**config.mk**
```make
export PLATFORM = sky130hd
export DESIGN_NAME = receptor_serial
export DESIGN_NICKNAME = d
export VERILOG_FILES = /design/src/rtl/receptor_serial_pkg.sv /design/src/rtl/receptor_serial.sv
export SDC_FILE = /design/constraint.sdc
export NUM_CORES = 1
export LEC_CHECK = 0
export ABC_CLOCK_PERIOD_IN_PS = 2600
export CAP_MARGIN = 20
export CORE_ASPECT_RATIO = 1.2
export CORE_MARGIN = 2
export CORE_UTILIZATION = 55
export CTS_CLUSTER_SIZE = 24
export DETAILED_ROUTE_END_ITERATION = 8
export PLACE_DENSITY = 0.82
export RECOVER_POWER = 50
export SETUP_SLACK_MARGIN = 0.05
export SYNTH_ARGS = -nofsm -noshare
export SYNTH_HDL_FRONTEND = slang
export SYNTH_SLANG_ARGS = --single-unit
```
**constraint.sdc**
```tcl
create_clock -name CLK -period 2.6 [get_ports CLK]
set_clock_uncertainty 0.1 [all_clocks]
set_input_delay 0.26 -clock CLK [delete_from_list [all_inputs] [get_ports CLK]]
set_output_delay 0.26 -clock CLK [all_outputs]
set_load 0.02 [all_outputs]
```
**src/rtl/receptor_serial_pkg.sv**
```systemverilog
// Shared types for the serial receiver: FSM state encoding and counter sizing.
package receptor_serial_pkg;

  typedef enum logic {
    RX_IDLE  = 1'b0,
    RX_SHIFT = 1'b1
  } rx_state_t;

  // Bits needed to index WIDTH sampled bits (WIDTH is at least 2).
  function automatic int cnt_width(input int width);
    return $clog2(width);
  endfunction

endpackage

```
**src/rtl/receptor_serial.sv**
```systemverilog
// Serial-to-parallel receiver: assembles WIDTH-bit words from S_IN and
// presents them on Q under a VALID/READY handshake with sticky overrun.
module receptor_serial
  import receptor_serial_pkg::*;
#(
  parameter int WIDTH = 32
) (
  input  logic             CLK,
  input  logic             RESET_L,
  input  logic             ENB,
  input  logic             START,
  input  logic             DIR,
  input  logic             S_IN,
  input  logic             READY,
  output logic [WIDTH-1:0] Q,
  output logic             VALID,
  output logic             BUSY,
  output logic             OVERRUN
);

  localparam int CW = cnt_width(WIDTH);
  localparam logic [CW-1:0] LAST_BIT = CW'(WIDTH - 1);

  rx_state_t        state_reg;
  logic [CW-1:0]    cnt_reg;
  logic [WIDTH-1:0] sh_reg;
  logic             dir_q_reg;
  logic [WIDTH-1:0] q_reg;
  logic             valid_reg;
  logic             overrun_reg;

  logic [WIDTH-1:0] sh_next;
  logic             complete;

  // The candidate word includes the bit being sampled on this edge.
  always_comb begin
    sh_next  = dir_q_reg ? {S_IN, sh_reg[WIDTH-1:1]} : {sh_reg[WIDTH-2:0], S_IN};
    complete = (state_reg == RX_SHIFT) && ENB && (cnt_reg == LAST_BIT);
  end

  always_ff @(posedge CLK or negedge RESET_L) begin
    if (!RESET_L) begin
      state_reg   <= RX_IDLE;
      cnt_reg     <= '0;
      sh_reg      <= '0;
      dir_q_reg   <= 1'b0;
      q_reg       <= '0;
      valid_reg   <= 1'b0;
      overrun_reg <= 1'b0;
    end else begin
      if (ENB) begin
        case (state_reg)
          RX_IDLE: begin
            if (START) begin
              state_reg <= RX_SHIFT;
              cnt_reg   <= '0;
              dir_q_reg <= DIR;
            end
          end
          RX_SHIFT: begin
            sh_reg  <= sh_next;
            cnt_reg <= cnt_reg + 1'b1;
            if (cnt_reg == LAST_BIT) begin
              if (START) begin
                cnt_reg   <= '0;
                dir_q_reg <= DIR;
              end else begin
                state_reg <= RX_IDLE;
              end
            end
          end
          default: state_reg <= RX_IDLE;
        endcase
      end

      // Handshake runs regardless of ENB; a consumed word may be replaced on the same edge.
      if (complete) begin
        if (!valid_reg || READY) begin
          q_reg     <= sh_next;
          valid_reg <= 1'b1;
        end else begin
          overrun_reg <= 1'b1;
        end
      end else if (valid_reg && READY) begin
        valid_reg <= 1'b0;
      end
    end
  end

  assign Q       = q_reg;
  assign VALID   = valid_reg;
  assign BUSY    = (state_reg == RX_SHIFT);
  assign OVERRUN = overrun_reg;

endmodule

```
### Word level (Yosys, flattened, before mapping)

Cells that the tools add are included.

* input bits: 7
* register bits after elaboration: 73
* logic and storage cells: 40

* eq/ne operators: 4
* add/sub/neg operators: 1
* bitwise gates (word level): 2
* multiplexer cells: 14
* reductions and logical operators: 12

Operator list (count)
* $mux W32: 1
* $mux W5: 3
* $reduce_and A2 Y1: 6
* $pmux W5 S2: 1
* $mux W1: 7
* $add A5 B1 Y5 const B: 1
* $eq A5 B5 Y1 const B: 1
* $ne A2 B1 Y1 const B: 2
* $pmux W1 S2: 2
* $logic_and A1 B1 Y1: 3
* $ne A2 B2 Y1 const B: 1
* $not A1 Y1: 2
* $reduce_bool A2 Y1: 1
* $logic_not A1 Y1: 1
* $logic_or A1 B1 Y1: 1

### Depth between registers and ports, before layout

Gate-level depths: netlist of run 1.

* word-level depth: 4
* gate-level depth with buffers: 7
* gate-level depth less buffers: 6

### Worst setup path before layout of run 1

Ideal clock, no wire load.

* kind: register -> register
* from: reg cnt_reg[0]
* to: reg q_reg[21], in the netlist Q[21]
* stages on the path, launching flop included: 8
* data required time: 2.375 ns
* path buffers: 1
* library setup time: 0.125 ns
* slack: 0.693 ns
* arrival: 1.682 ns
* path through: dfrtp_1 > ha_1 > and3_1 > ha_1 > nand3_2 > nor2_4 > buf_6 > mux2_4

* word-level cells in the longest chain between the ends: 3

Ends and longest elaborated chain
* start: declaration: RTL line receptor_serial.sv:25 `logic [CW-1:0] cnt_reg;`
* start signal: assignment: RTL line receptor_serial.sv:62 `cnt_reg <= cnt_reg + 1'b1;`
* $eq A5 B5 Y1: RTL line receptor_serial.sv:38 `complete = (state_reg == RX_SHIFT) && ENB && (cnt_reg == LAST_BIT);`
* $logic_and A1 B1 Y1: RTL line receptor_serial.sv:38
* $reduce_and A2 Y1 (no source line)
* end signal: assignment: RTL line receptor_serial.sv:79 `q_reg <= sh_next;`
* end: declaration: RTL line receptor_serial.sv:28 `logic [WIDTH-1:0] q_reg;`

Every way passes these cells.
A chain may end at the register's enable or synchronous reset.

### Worst setup path after layout of run 1

* from: reg cnt_reg[0]
* to: reg q_reg[20], in the netlist Q[20]

Same word-level chain as after synthesis.

==> PnR_summary.wiki, run 1 <==
{| class="wikitable"
! Metric !! Value
|-
| Outcome || completed
|-
| Number of standard cells after synthesis || between 200 and 250
|-
| Per-instance average area after synthesis || 15.86 µm²
|-
| Number of nets in the layout || roughly 270
|-
| CTS H-tree depth || 3
|-
| Slew at the pin with the worst max-slew slack || slightly below 1 ns
|-
| Clock period minus worst slack || around 2.2 ns
|-
| Boundary pin count || 42
|-
| Sum of routed wire length over all layers || roughly 5500 µm
|-
| Slowest stage cell on the critical path || sky130_fd_sc_hd__dfrtp_1
|-
| First-pass DRT Iterations || 4
|-
| RSZ-0062 raised after global routing || false
|-
| Total of endpoints with negative setup slack in the final report || 0
|-
| Total congestion overflow after global routing || 0
|-
| Number of global-route vias before repair || slightly below 2000
|-
| Summed instance area of the synthesized netlist || ~0.0034 mm²
|-
| Total power || 3.263 mW
|-
| Synth top cells by count || 73 x sky130_fd_sc_hd__dfrtp_1, 47 x sky130_fd_sc_hd__mux2_4, 45 x sky130_fd_sc_hd__mux2_2, 10 x sky130_fd_sc_hd__buf_6, 7 x sky130_fd_sc_hd__nand2_1
|-
| Post-synth ARST share || 100.0%
|-
| Number of DRC violations after detailed routing || 0
|-
| Library cell occupying the most area in the post-synthesis netlist || sky130_fd_sc_hd__dfrtp_1
|-
| Antenna Diode Count || 0
|-
| Initial drt markers || ~110
|-
| Hold Crit Class || primary input to asynchronous set/reset pin
|-
| Placement row count || 31
|-
| Post-synthesis register bit count || 73
|-
| Largest net degree at the start of global routing || 64
|-
| TritonCTS clock tree || done
|-
| Initial core utilization || between 50% and 60%
|-
| Final antenna-violating net count || 0
|-
| VDD IR max || between 0.6 and 0.7 mV
|-
| Maxcap violations || 0
|-
| Port-buffer cells || between 40 and 50
|-
| Most Frequent Cell on Critical Path || sky130_fd_sc_hd__ha_1
|-
| Wire length of the first global-routing pass || about 9600 µm
|-
| Tcrit/Tclk final || between 80% and 90%
|-
| Die Span X || approximately 76 µm
|-
| Endpoints failing hold || 0
|-
| Number of clock sinks seen by CTS || 73
|-
| Clock-pin slew of the registers on the worst-case setup and hold paths || around 0.07 ns
|-
| Cell with the most instances after synthesis || sky130_fd_sc_hd__dfrtp_1
|-
| Critical path, cell by cell || ha_1 > and3_1 > ha_1 > nand3_1 > nor2_4 > buf_4 > mux2_2
|-
| Flip-flop cell with the highest count after synthesis || sky130_fd_sc_hd__dfrtp_1
|-
| Final slew viol count || 0
|-
| Clock insertion delay at the later pin of the skew report || ~0.33 ns
|-
| Root buffer selected by CTS || sky130_fd_sc_hd__clkbuf_8
|-
| Routed len/inst || around 16 µm
|-
| Worst-path fanout max || 16
|-
| Layout cell share with drive strength beyond 1 || 43.07%
|-
| Synthesis-to-finish area growth || 16.94%
|-
| Height of the die || 90.66 µm
|-
| Total Die Area || between 0.006 and 0.007 mm²
|-
| Required time of the critical path || roughly 2.7 ns
|-
| Core area || approximately 0.0061 mm²
|-
| Synthesized net count || around 230
|-
| EDFF count, synth || 0
|-
| Cell types with the largest area share after synthesis || sky130_fd_sc_hd__dfrtp_1 53%, sky130_fd_sc_hd__mux2_4 21%, sky130_fd_sc_hd__mux2_2 15%, sky130_fd_sc_hd__buf_6 3.3%, sky130_fd_sc_hd__nand2_1 0.76%
|-
| Detailed Place HPWL || ~3700 µm
|-
| Pwr/cell area || between 800 and 900 mW/mm²
|-
| Routability congestion estimate from global placement || approximately 0.76
|-
| F_max || about 450 MHz
|-
| GRT Resource Usage Total || between 15 and 20%
|-
| Worst Path Class, Setup || flip-flop to flip-flop
|-
| Leakage power || 1.979 nW
|-
| Via/cell ratio || roughly 5.3
|-
| Number of buffers inserted to repair setup after CTS || 0
|-
| Share of the yosys chip area belonging to registers || around 53%
|-
| Number of distinct library cells after synthesis || 29
|-
| Number of buffers created by CTS || 9
|-
| Number of gates resized after cts || 0
|-
| Kind of start point of the critical path || flip-flop
|-
| Max_slew headroom || about a third
|-
| Slowest Stage Delay on Critical Path || 0.41 ns
|-
| Clock Tree Buf Depth || 2
|-
| Via count || about 1900
|-
| Yosys warnings || 0
|-
| Portion of synthesized cell area occupied by the leading cell type || between 50% and 60%
|-
| Initial antenna violation count || 0
|-
| Critical path arrival || between 2 and 2.5 ns
|-
| Total Neg Setup Slack || 0 ns
|-
| Kind of end point of the critical path || flip-flop
|}
==> report_power, final <==
group	internal, mW	leakage [nW]	switching [mW]
Sequential	1.38	0.980	0.204
Combinational	0.557	0.906	0.349
Clock	0.395	0.0932	0.381
Total	2.33	1.98	0.935
==> repair_timing <==
item / CTS / global route
endpoints found under the hold margin: 10 / 0
setup endpoints to repair: 0 / 0
hold buffers: 1 / 0
==> worst paths after layout <==
path / start / end / slack, ns / cells after the start
max reg2reg: cnt_reg[0] / Q[20] / 0.40 / 7
min in group CLK: OVERRUN / OVERRUN / 0.37 / 1
min reg2reg: OVERRUN / OVERRUN / 0.37 / 1
min: RESET_L / Q[29] / 0.32 / 2
max in group asynchronous: RESET_L / dir_q_reg / 0.77 / 3
max: cnt_reg[0] / Q[20] / 0.40 / 7
==> worst max-delay path: cells and delay by family (launching register included) <==
| family | cells | cell delay [ns] |
|---|---|---|
| fa+ha+maj | 2 | 0.42 |
| flops | 1 | 0.41 |
| buf+inv | 1 | 0.29 |
| simple gates | 3 | 0.50 |
| mux | 1 | 0.37 |
==> metal layers <==
metal	routed length [µm]	global-route usage [%]	share of wire, %
met5	0	0	0
met4	116	7.879	2.1
met3	190	5.900	3.5
met2	2704	27.21	49
met1	2490	22.72	45
==> cell usage in the layout, fill, tap and decap left out, drive strengths merged, types with 2 or more instances in the layout <==
master / count
o21ai: 5
nand2: 7
dlygate4sd3: 15
clkdlybuf4s50: 26
a32o: 2
buf: 4
a21oi: 4
nor2: 2
ha: 2
clkinv: 3
clkbuf: 15
mux2: 94
nand3: 3
dfrtp: 73
==> area by class of cell <==
class	instances	area, µm²
Clock buffer	13	158.9
Timing Repair Buffer	47	451.7
Tap cell	82	102.6
Fill cell	469	2026
Clock inverter	3	15.01
Multi-Input combinational cell	130	1465
Sequential cell	73	1828
Inverter	1	3.754
==> kinds of logic (layout without fill, tap and decap cells) <==
group	Yosys count	count (layout)	synth area share [%]
flip-flops	73	73	53.07
AO/OA/AOI/OAI	16	16	3.054
AND/OR/NAND/NOR	17	17	2.799
buffers and inverters	14	64	4.180
adder cells (fa/ha/maj)	2	2	0.7269
multiplexers	95	95	36.17
==> stage by stage <==
step	setup WS (ns)	cell area, µm²	hold WS [ns]	cells	util [%]
2_1_floorplan	0.6930	3442	-0.1356	217	-
3_3_place_gp	0.4658	3861	0.04704	332	63.81
3_5_place_dp	0.4552	3861	0.05549	332	63.81
4_1_cts	0.4444	4045	0.2207	349	66.85
5_1_grt	0.1481	4025	0.3826	349	66.52
6_report	0.3984	4025	0.3241	349	66.52
Note: power is estimated with default switching activity, not from simulation.
==> run 2: changes to the inputs <==
- ABC_CLOCK_PERIOD_IN_PS: 2600 -> 2100
- clock period: 2.6 -> 2.1 ns (I/O delays scaled with it)
==> run 2 against run 1 <==
Net effect: via count increased by 3.8%; critical endpoint is now Q[2]; largest power group unchanged; die area unchanged; maximum frequency increased by 6.3%; total power increased by 28%; clock power increased by 20%; cell count increased by 3.2%.
==> PnR_summary.wiki, run 2 (same netlist as run 1, synthesis figures left out) <==
{| class="wikitable"
! Metric !! Value
|-
| Proportion of total power due to net switching || 30.16% (+1.5 points)
|-
| Clock insertion delay at the later pin of the skew report || 0.36 ns (+0.03 ns)
|-
| Core area || 0.006051 mm² (unchanged)
|-
| Worst-path fanout max || 8 (-8)
|-
| Final antenna-violating net count || 0 (unchanged)
|-
| Wire length of the first global-routing pass || 9784 µm (+2.2%)
|-
| Clock Tree Buf Depth || 2 (unchanged)
|-
| Number of global-route vias before repair || 1943 (-1.0%)
|-
| Final non-filler cell area || 0.004305 mm² (+7.0%)
|-
| Kind of end point of the critical path || flip-flop
|-
| Leakage power || 2.023 nW (+2.3%)
|-
| TritonCTS clock tree || done
|-
| Detailed Place HPWL || 3892 µm (+5.1%)
|-
| Initial core utilization || 56.89% (unchanged)
|-
| Relative contribution of the clock network to total power || 22.3% (-1.5 points)
|-
| Cells on worst reg2reg path || 7 (unchanged)
|-
| Endpoint of the worst-slack reg-to-reg timing path || Q[2]
|-
| Maxcap violations || 0 (unchanged)
|-
| Synthesis-to-finish area growth || 25.08%
|-
| Initial drt markers || 107 (+1.9%)
|-
| GRT Resource Usage Total || 18.47% (+0.82 points)
|-
| Core utilization of the finished layout || 71.15% (+4.6 points)
|-
| Total congestion overflow after global routing || 0 (unchanged)
|-
| Routed len/inst || 17.78 µm (+13%)
|-
| Clock period minus worst slack || 2.071 ns (-0.1309 ns)
|-
| End point of the most critical hold path || OVERRUN
|-
| Root buffer selected by CTS || sky130_fd_sc_hd__clkbuf_8
|-
| Most common library cell in the layout ignoring fill and taps || sky130_fd_sc_hd__dfrtp_1
|-
| Via count || 1925 (+3.8%)
|-
| Clock-pin slew of the registers on the worst-case setup and hold paths || 0.07 ns (about the same)
|-
| Layout filler cell count || 427 (-9.0%)
|-
| Total power || 4.179 mW (+28%)
|-
| Pwr/cell area || 970.6 mW/mm² (+20%)
|-
| RSZ-0062 raised after global routing || true
|-
| Startpoint of the most critical register-to-register path || cnt_reg[0]
|-
| Initial antenna violation count || 0 (unchanged)
|-
| Routability congestion estimate from global placement || 0.7785 (+2.9%)
|-
| Net switching power figure || 1.260 mW (+35%)
|-
| Placement-stage cell area || 0.003941 mm² (+2.1%)
|-
| Port-buffer cells || 41 (unchanged)
|-
| Placement row count || 31 (unchanged)
|-
| Slew at the pin with the worst max-slew slack || 1.196 ns (+0.2220 ns)
|-
| Number of DRC violations after detailed routing || 0 (unchanged)
|-
| Sum of routed wire length over all layers || 6401 µm (+16%)
|-
| Worst hold path cell count || 1
|-
| Boundary pin count || 42 (unchanged)
|-
| Worst Path Class, Setup || flip-flop to flip-flop
|-
| Commonest cells after routing, fill and taps aside || 72 x sky130_fd_sc_hd__dfrtp_1, 67 x sky130_fd_sc_hd__mux2_4, 40 x sky130_fd_sc_hd__clkdlybuf4s50_1
|-
| First-pass DRT Iterations || 4 (unchanged)
|-
| Largest net degree at the start of global routing || 32 (-50%)
|-
| Final slew viol count || 0 (unchanged)
|-
| F_max || 482.9 MHz (+6.3%)
|-
| Total of endpoints with negative setup slack in the final report || 0 (unchanged)
|-
| Layout cell share with drive strength beyond 1 || 48.20% (+5.1 points)
|-
| Outcome || completed
|-
| Worst-case register-to-register setup slack || 0.03 ns (-0.37 ns)
|-
| Hold Crit Class || flip-flop to flip-flop
|-
| VDD IR max || 0.6710 mV (+3.9%)
|-
| Total Die Area || 0.006910 mm² (unchanged)
|-
| Via/cell ratio || 5.347 (+0.60%)
|-
| Endpoints failing hold || 0 (unchanged)
|-
| Number of buffers created by CTS || 9 (unchanged)
|-
| Sequential group share of total power || 46.9% (-1.6 points)
|-
| Height of the die || 90.66 µm (unchanged)
|-
| Required time of the critical path || 2.23 ns (-0.49 ns)
|-
| Max_slew headroom || 20.27% (-15 points)
|-
| Antenna Diode Count || 0 (unchanged)
|-
| Tcrit/Tclk final || 98.61% (+14 points)
|-
| Relative contribution of combinational cells to total power || 30.8% (+3.0 points)
|-
| Worst hold path startpoint || OVERRUN
|-
| Die Span X || 76.22 µm (unchanged)
|-
| Kind of start point of the critical path || flip-flop
|-
| Number of nets in the layout || 282 (+4.1%)
|-
| CTS H-tree depth || 3 (unchanged)
|-
| Internal power || 2.918 mW (+25%)
|-
| Critical path arrival || 2.20 ns (-0.12 ns)
|-
| Number of clock sinks seen by CTS || 73 (unchanged)
|}
[run 2: cell types whose count changed in the layout (fill, tap and decap cells not counted), moves of 3 or more]
cell	before	now
sky130_fd_sc_hd__buf_4	4	7
sky130_fd_sc_hd__mux2_2	45	27
sky130_fd_sc_hd__mux2_4	47	67
sky130_fd_sc_hd__clkdlybuf4s50_1	26	40
sky130_fd_sc_hd__dlygate4sd3_1	15	1
sky130_fd_sc_hd__clkinv_2	3	6
sky130_fd_sc_hd__buf_12	0	5
[run 2: power groups by stage]
stage,Sequential (mW),Combinational (mW),Clock [mW]
after floorplan,1.97,0.821,0
after global placement,1.96,1.16,0
after detailed placement,1.97,1.19,0
after CTS,1.95,1.20,0.948
after global routing,2.00,1.38,1.01
final,1.96,1.29,0.932
[run 2: worst max-delay path, stage by stage (launching register included)]
cell	delay, ns
sky130_fd_sc_hd__dfrtp_1	0.39
sky130_fd_sc_hd__ha_2	0.21
sky130_fd_sc_hd__and3_4	0.19
sky130_fd_sc_hd__ha_4	0.14
sky130_fd_sc_hd__nand3_4	0.09
sky130_fd_sc_hd__nor2_4	0.28
sky130_fd_sc_hd__clkbuf_16	0.24
sky130_fd_sc_hd__mux2_4	0.30
[run 2: cell type report]
cell class                      instances  area [µm²]  area share [%]
Sequential cell                        73        1828           42.46
Multi-Input combinational cell        130        1574           36.56
Timing Repair Buffer                   58       635.6           14.76
Clock buffer                            9       123.9           2.877
Tap cell                               82       102.6           2.383
Clock inverter                          7       37.54          0.8718
Inverter                                1       3.754         0.08718
[run 2: metrics by stage]
| step | setup TNS [ns] | std cells | hold WS [ns] | setup WS [ns] |
|---|---|---|---|---|
| floorplan | 0 | 217 | -0.1856 | 0.1930 |
| global placement | 0 | 336 | 0.09899 | 0.1524 |
| detailed placement | 0 | 336 | 0.1026 | 0.07345 |
| CTS | 0 | 353 | 0.2508 | 0.05677 |
| global route | -0.2027 | 360 | 0.3964 | -0.02174 |
| finish | 0 | 360 | 0.3815 | 0.02926 |
[run 2: timing repair]
action                                 4_1_cts  5_1_grt
buffers inserted                             0        4
endpoints found under the hold margin       19        0
setup endpoints to repair                    0       31
gates resized for setup                      0       25
hold buffers                                 1        0
[run 2: how the worst max path moves through the flow]
stage | from | to | slack (ns) | cells after the start
after floorplan | cnt_reg[0] | Q[21] | 0.19 | 7
after global placement | cnt_reg[0] | Q[14] | 0.15 | 7
after detailed placement | cnt_reg[0] | Q[7] | 0.07 | 7
after CTS | cnt_reg[0] | Q[7] | 0.06 | 7
after global routing | cnt_reg[0] | Q[21] | -0.02 | 7
final | cnt_reg[0] | Q[2] | 0.03 | 7
[run 2: layer usage]
metal | up-vias | track usage (%) | part of all wire (%)
met5 | - | 0 | 0
met1 | 987 | 23.35 | 46
met3 | 13 | 4.700 | 3.2
met2 | 33 | 28.98 | 48
li1 | 892 | - | -
met4 | 0 | 10.45 | 2.6
==> run 3: changes to the inputs <==
- PLACE_DENSITY: 0.82 -> 0.87
==> run 3 against run 2 <==
Net effect: total power rose by 4.3%; non-clock buffer count did not move; sequential power barely moved; via count rose by 2.4%; clock power rose by 23%; worst hold slack got worse by 0.0064 ns; cell count did not move; clock-buffer cell count rose by 5; sequential cell count did not move; global-route usage rose by 0.59 points; combinational power fell by 3%; core utilization fell by 0.31 points; critical endpoint is now Q[12].
==> PnR_summary.wiki, run 3 (same netlist as run 1, synthesis figures left out) <==
{| class="wikitable"
! Metric !! Value
|-
| Tcrit/Tclk final || 99.00% (+0.40 points)
|-
| Antenna Diode Count || 0 (unchanged)
|-
| Die Span X || 76.22 µm (unchanged)
|-
| Number of buffers created by CTS || 9 (unchanged)
|-
| Hold Crit Class || flip-flop to flip-flop
|-
| Clock insertion delay at the later pin of the skew report || 0.35 ns (about the same)
|-
| Critical path arrival || 2.21 ns (about the same)
|-
| Slew at the pin with the worst max-slew slack || 0.9019 ns (-0.2941 ns)
|-
| Boundary pin count || 42 (unchanged)
|-
| Initial drt markers || 133 (+24%)
|-
| Kind of end point of the critical path || flip-flop
|-
| F_max || 481.0 MHz (-0.40%)
|-
| Post-placement cell count || 335 (-0.30%)
|-
| Number of clock sinks seen by CTS || 73 (unchanged)
|-
| Clock-pin slew of the registers on the worst-case setup and hold paths || 0.07 ns (about the same)
|-
| Kind of start point of the critical path || flip-flop
|-
| Wire length of the first global-routing pass || 10240 µm (+4.7%)
|-
| Most common library cell in the layout ignoring fill and taps || sky130_fd_sc_hd__dfrtp_1
|-
| Routed len/inst || 18.00 µm (+1.2%)
|-
| VDD IR max || 0.7435 mV (+11%)
|-
| Number of global-route vias before repair || 2014 (+3.7%)
|-
| Via/cell ratio || 5.475 (+2.4%)
|-
| Core utilization of the finished layout || 70.84% (-0.31 points)
|-
| Initial antenna violation count || 0 (unchanged)
|-
| Height of the die || 90.66 µm (unchanged)
|-
| TritonCTS clock tree || done
|-
| Total Die Area || 0.006910 mm² (unchanged)
|-
| Layout cell share with drive strength beyond 1 || 46.40% (-1.8 points)
|-
| Worst Path Class, Setup || flip-flop to flip-flop
|-
| Worst-case register-to-register setup slack || 0.02 ns (about the same)
|-
| Largest net degree at the start of global routing || 60 (+88%)
|-
| Required time of the critical path || 2.23 ns (about the same)
|-
| Post-placement setup slack || 0.08932 ns (+0.01587 ns)
|-
| First-pass DRT Iterations || 4 (unchanged)
|-
| GRT Resource Usage Total || 19.07% (+0.59 points)
|-
| Via count || 1971 (+2.4%)
|-
| Pwr/cell area || 1017 mW/mm² (+4.8%)
|-
| Non-filler cells, final || 360 (unchanged)
|-
| CTS H-tree depth || 3 (unchanged)
|-
| Total congestion overflow after global routing || 0 (unchanged)
|-
| Maxcap violations || 0 (unchanged)
|-
| Clock Tree Buf Depth || 2 (unchanged)
|-
| RSZ-0062 raised after global routing || true
|-
| Synthesis-to-finish area growth || 24.54%
|-
| Commonest cells after routing, fill and taps aside || 72 x sky130_fd_sc_hd__dfrtp_1, 47 x sky130_fd_sc_hd__mux2_4, 45 x sky130_fd_sc_hd__mux2_2
|-
| Placement-stage cell area || 0.003946 mm² (+0.13%)
|-
| Outcome || completed
|-
| Sum of routed wire length over all layers || 6481 µm (+1.2%)
|-
| Worst-path fanout max || 9 (+1)
|-
| Core area || 0.006051 mm² (unchanged)
|-
| Leakage power || 2.026 nW (+0.13%)
|-
| Final antenna-violating net count || 0 (unchanged)
|-
| Placement row count || 31 (unchanged)
|-
| Detailed Place HPWL || 3922 µm (+0.77%)
|-
| Final slew viol count || 0 (unchanged)
|-
| Max_slew headroom || 39.88% (+20 points)
|-
| Initial core utilization || 56.89% (unchanged)
|-
| Root buffer selected by CTS || sky130_fd_sc_hd__clkbuf_8
|-
| Total Neg Setup Slack || 0 ns (unchanged)
|-
| Endpoints failing hold || 0 (unchanged)
|-
| Number of DRC violations after detailed routing || 0 (unchanged)
|-
| Clock period minus worst slack || 2.079 ns (+0.008320 ns)
|-
| Port-buffer cells || 41 (unchanged)
|-
| Final non-filler cell area || 0.004287 mm² (-0.44%)
|-
| Final critical-path setup slack || 0.02094 ns (-0.008321 ns)
|-
| Number of nets in the layout || 282 (unchanged)
|-
| Total of endpoints with negative setup slack in the final report || 0 (unchanged)
|-
| Routability congestion estimate from global placement || 0.8536 (+9.6%)
|}
==> run 3: changes by cell type in the layout (fill, tap and decap cells not counted), sizes merged <==
cell	delta
clkinvlp	-1
buf	+1
clkbuf	+4
clkinv	-5
bufinv	+1
==> run 3: path summary, 6_finish.rpt <==
path                             endpoint        from  cells after the start
worst min-delay path              OVERRUN     OVERRUN                      1
max in group asynchronous       dir_q_reg     RESET_L                      3
min in group asynchronous           Q[31]     RESET_L                      2
worst max-delay path                Q[12]  cnt_reg[1]                      8
worst max register to register      Q[12]  cnt_reg[1]                      8
worst min register to register    OVERRUN     OVERRUN                      1
==> run 3: cell type report <==
class                      count  area (µm²)
sequential                    73        1828
inverter                       1       3.754
tap                           82       102.6
multi-input combinational    130        1496
clock inverter                 2       35.03
timing repair buffer          58       648.1
fill                         396        1764
clock buffer                  14       172.7
==> run 3: report_power, final <==
part	internal, mW	total, mW	switching (mW)
clock	0.646	1.15	0.502
combinational	0.754	1.25	0.501
sequential	1.70	1.96	0.252
==> run 3: critical path, stage by stage (launching register included) <==
cell,delay (ns)
sky130_fd_sc_hd__dfrtp_1,0.41
sky130_fd_sc_hd__ha_2,0.22
sky130_fd_sc_hd__and3_4,0.20
sky130_fd_sc_hd__ha_4,0.15
sky130_fd_sc_hd__nand3_4,0.10
sky130_fd_sc_hd__nor2_4,0.16
sky130_fd_sc_hd__buf_4,0.13
sky130_fd_sc_hd__clkbuf_16,0.15
sky130_fd_sc_hd__mux2_2,0.34
==> run 3: metal layers <==
layer	track usage (%)	part of all wire, %	vias up
li1	-	-	900
met1	25.41	44	1001
met2	29.42	49	56
met3	5.000	4.2	14
met4	8.636	2.8	0
met5	0	0	-
==> run 3: repair_timing <==
action,4_1_cts,5_1_grt
hold buffers,1,0
resized for setup,0,6
setup buffers,0,6
hold endpoints to repair,14,0
setup endpoints to repair,0,31
==> run 3: stage by stage <==
step | total power, mW | hold WS [ns]
6_report | 4.360 | 0.3751
5_1_grt | 4.566 | 0.3827
3_3_place_gp | 3.099 | 0.04055
3_5_place_dp | 3.164 | 0.04881
2_1_floorplan | 2.796 | -0.1856
4_1_cts | 4.315 | 0.2049
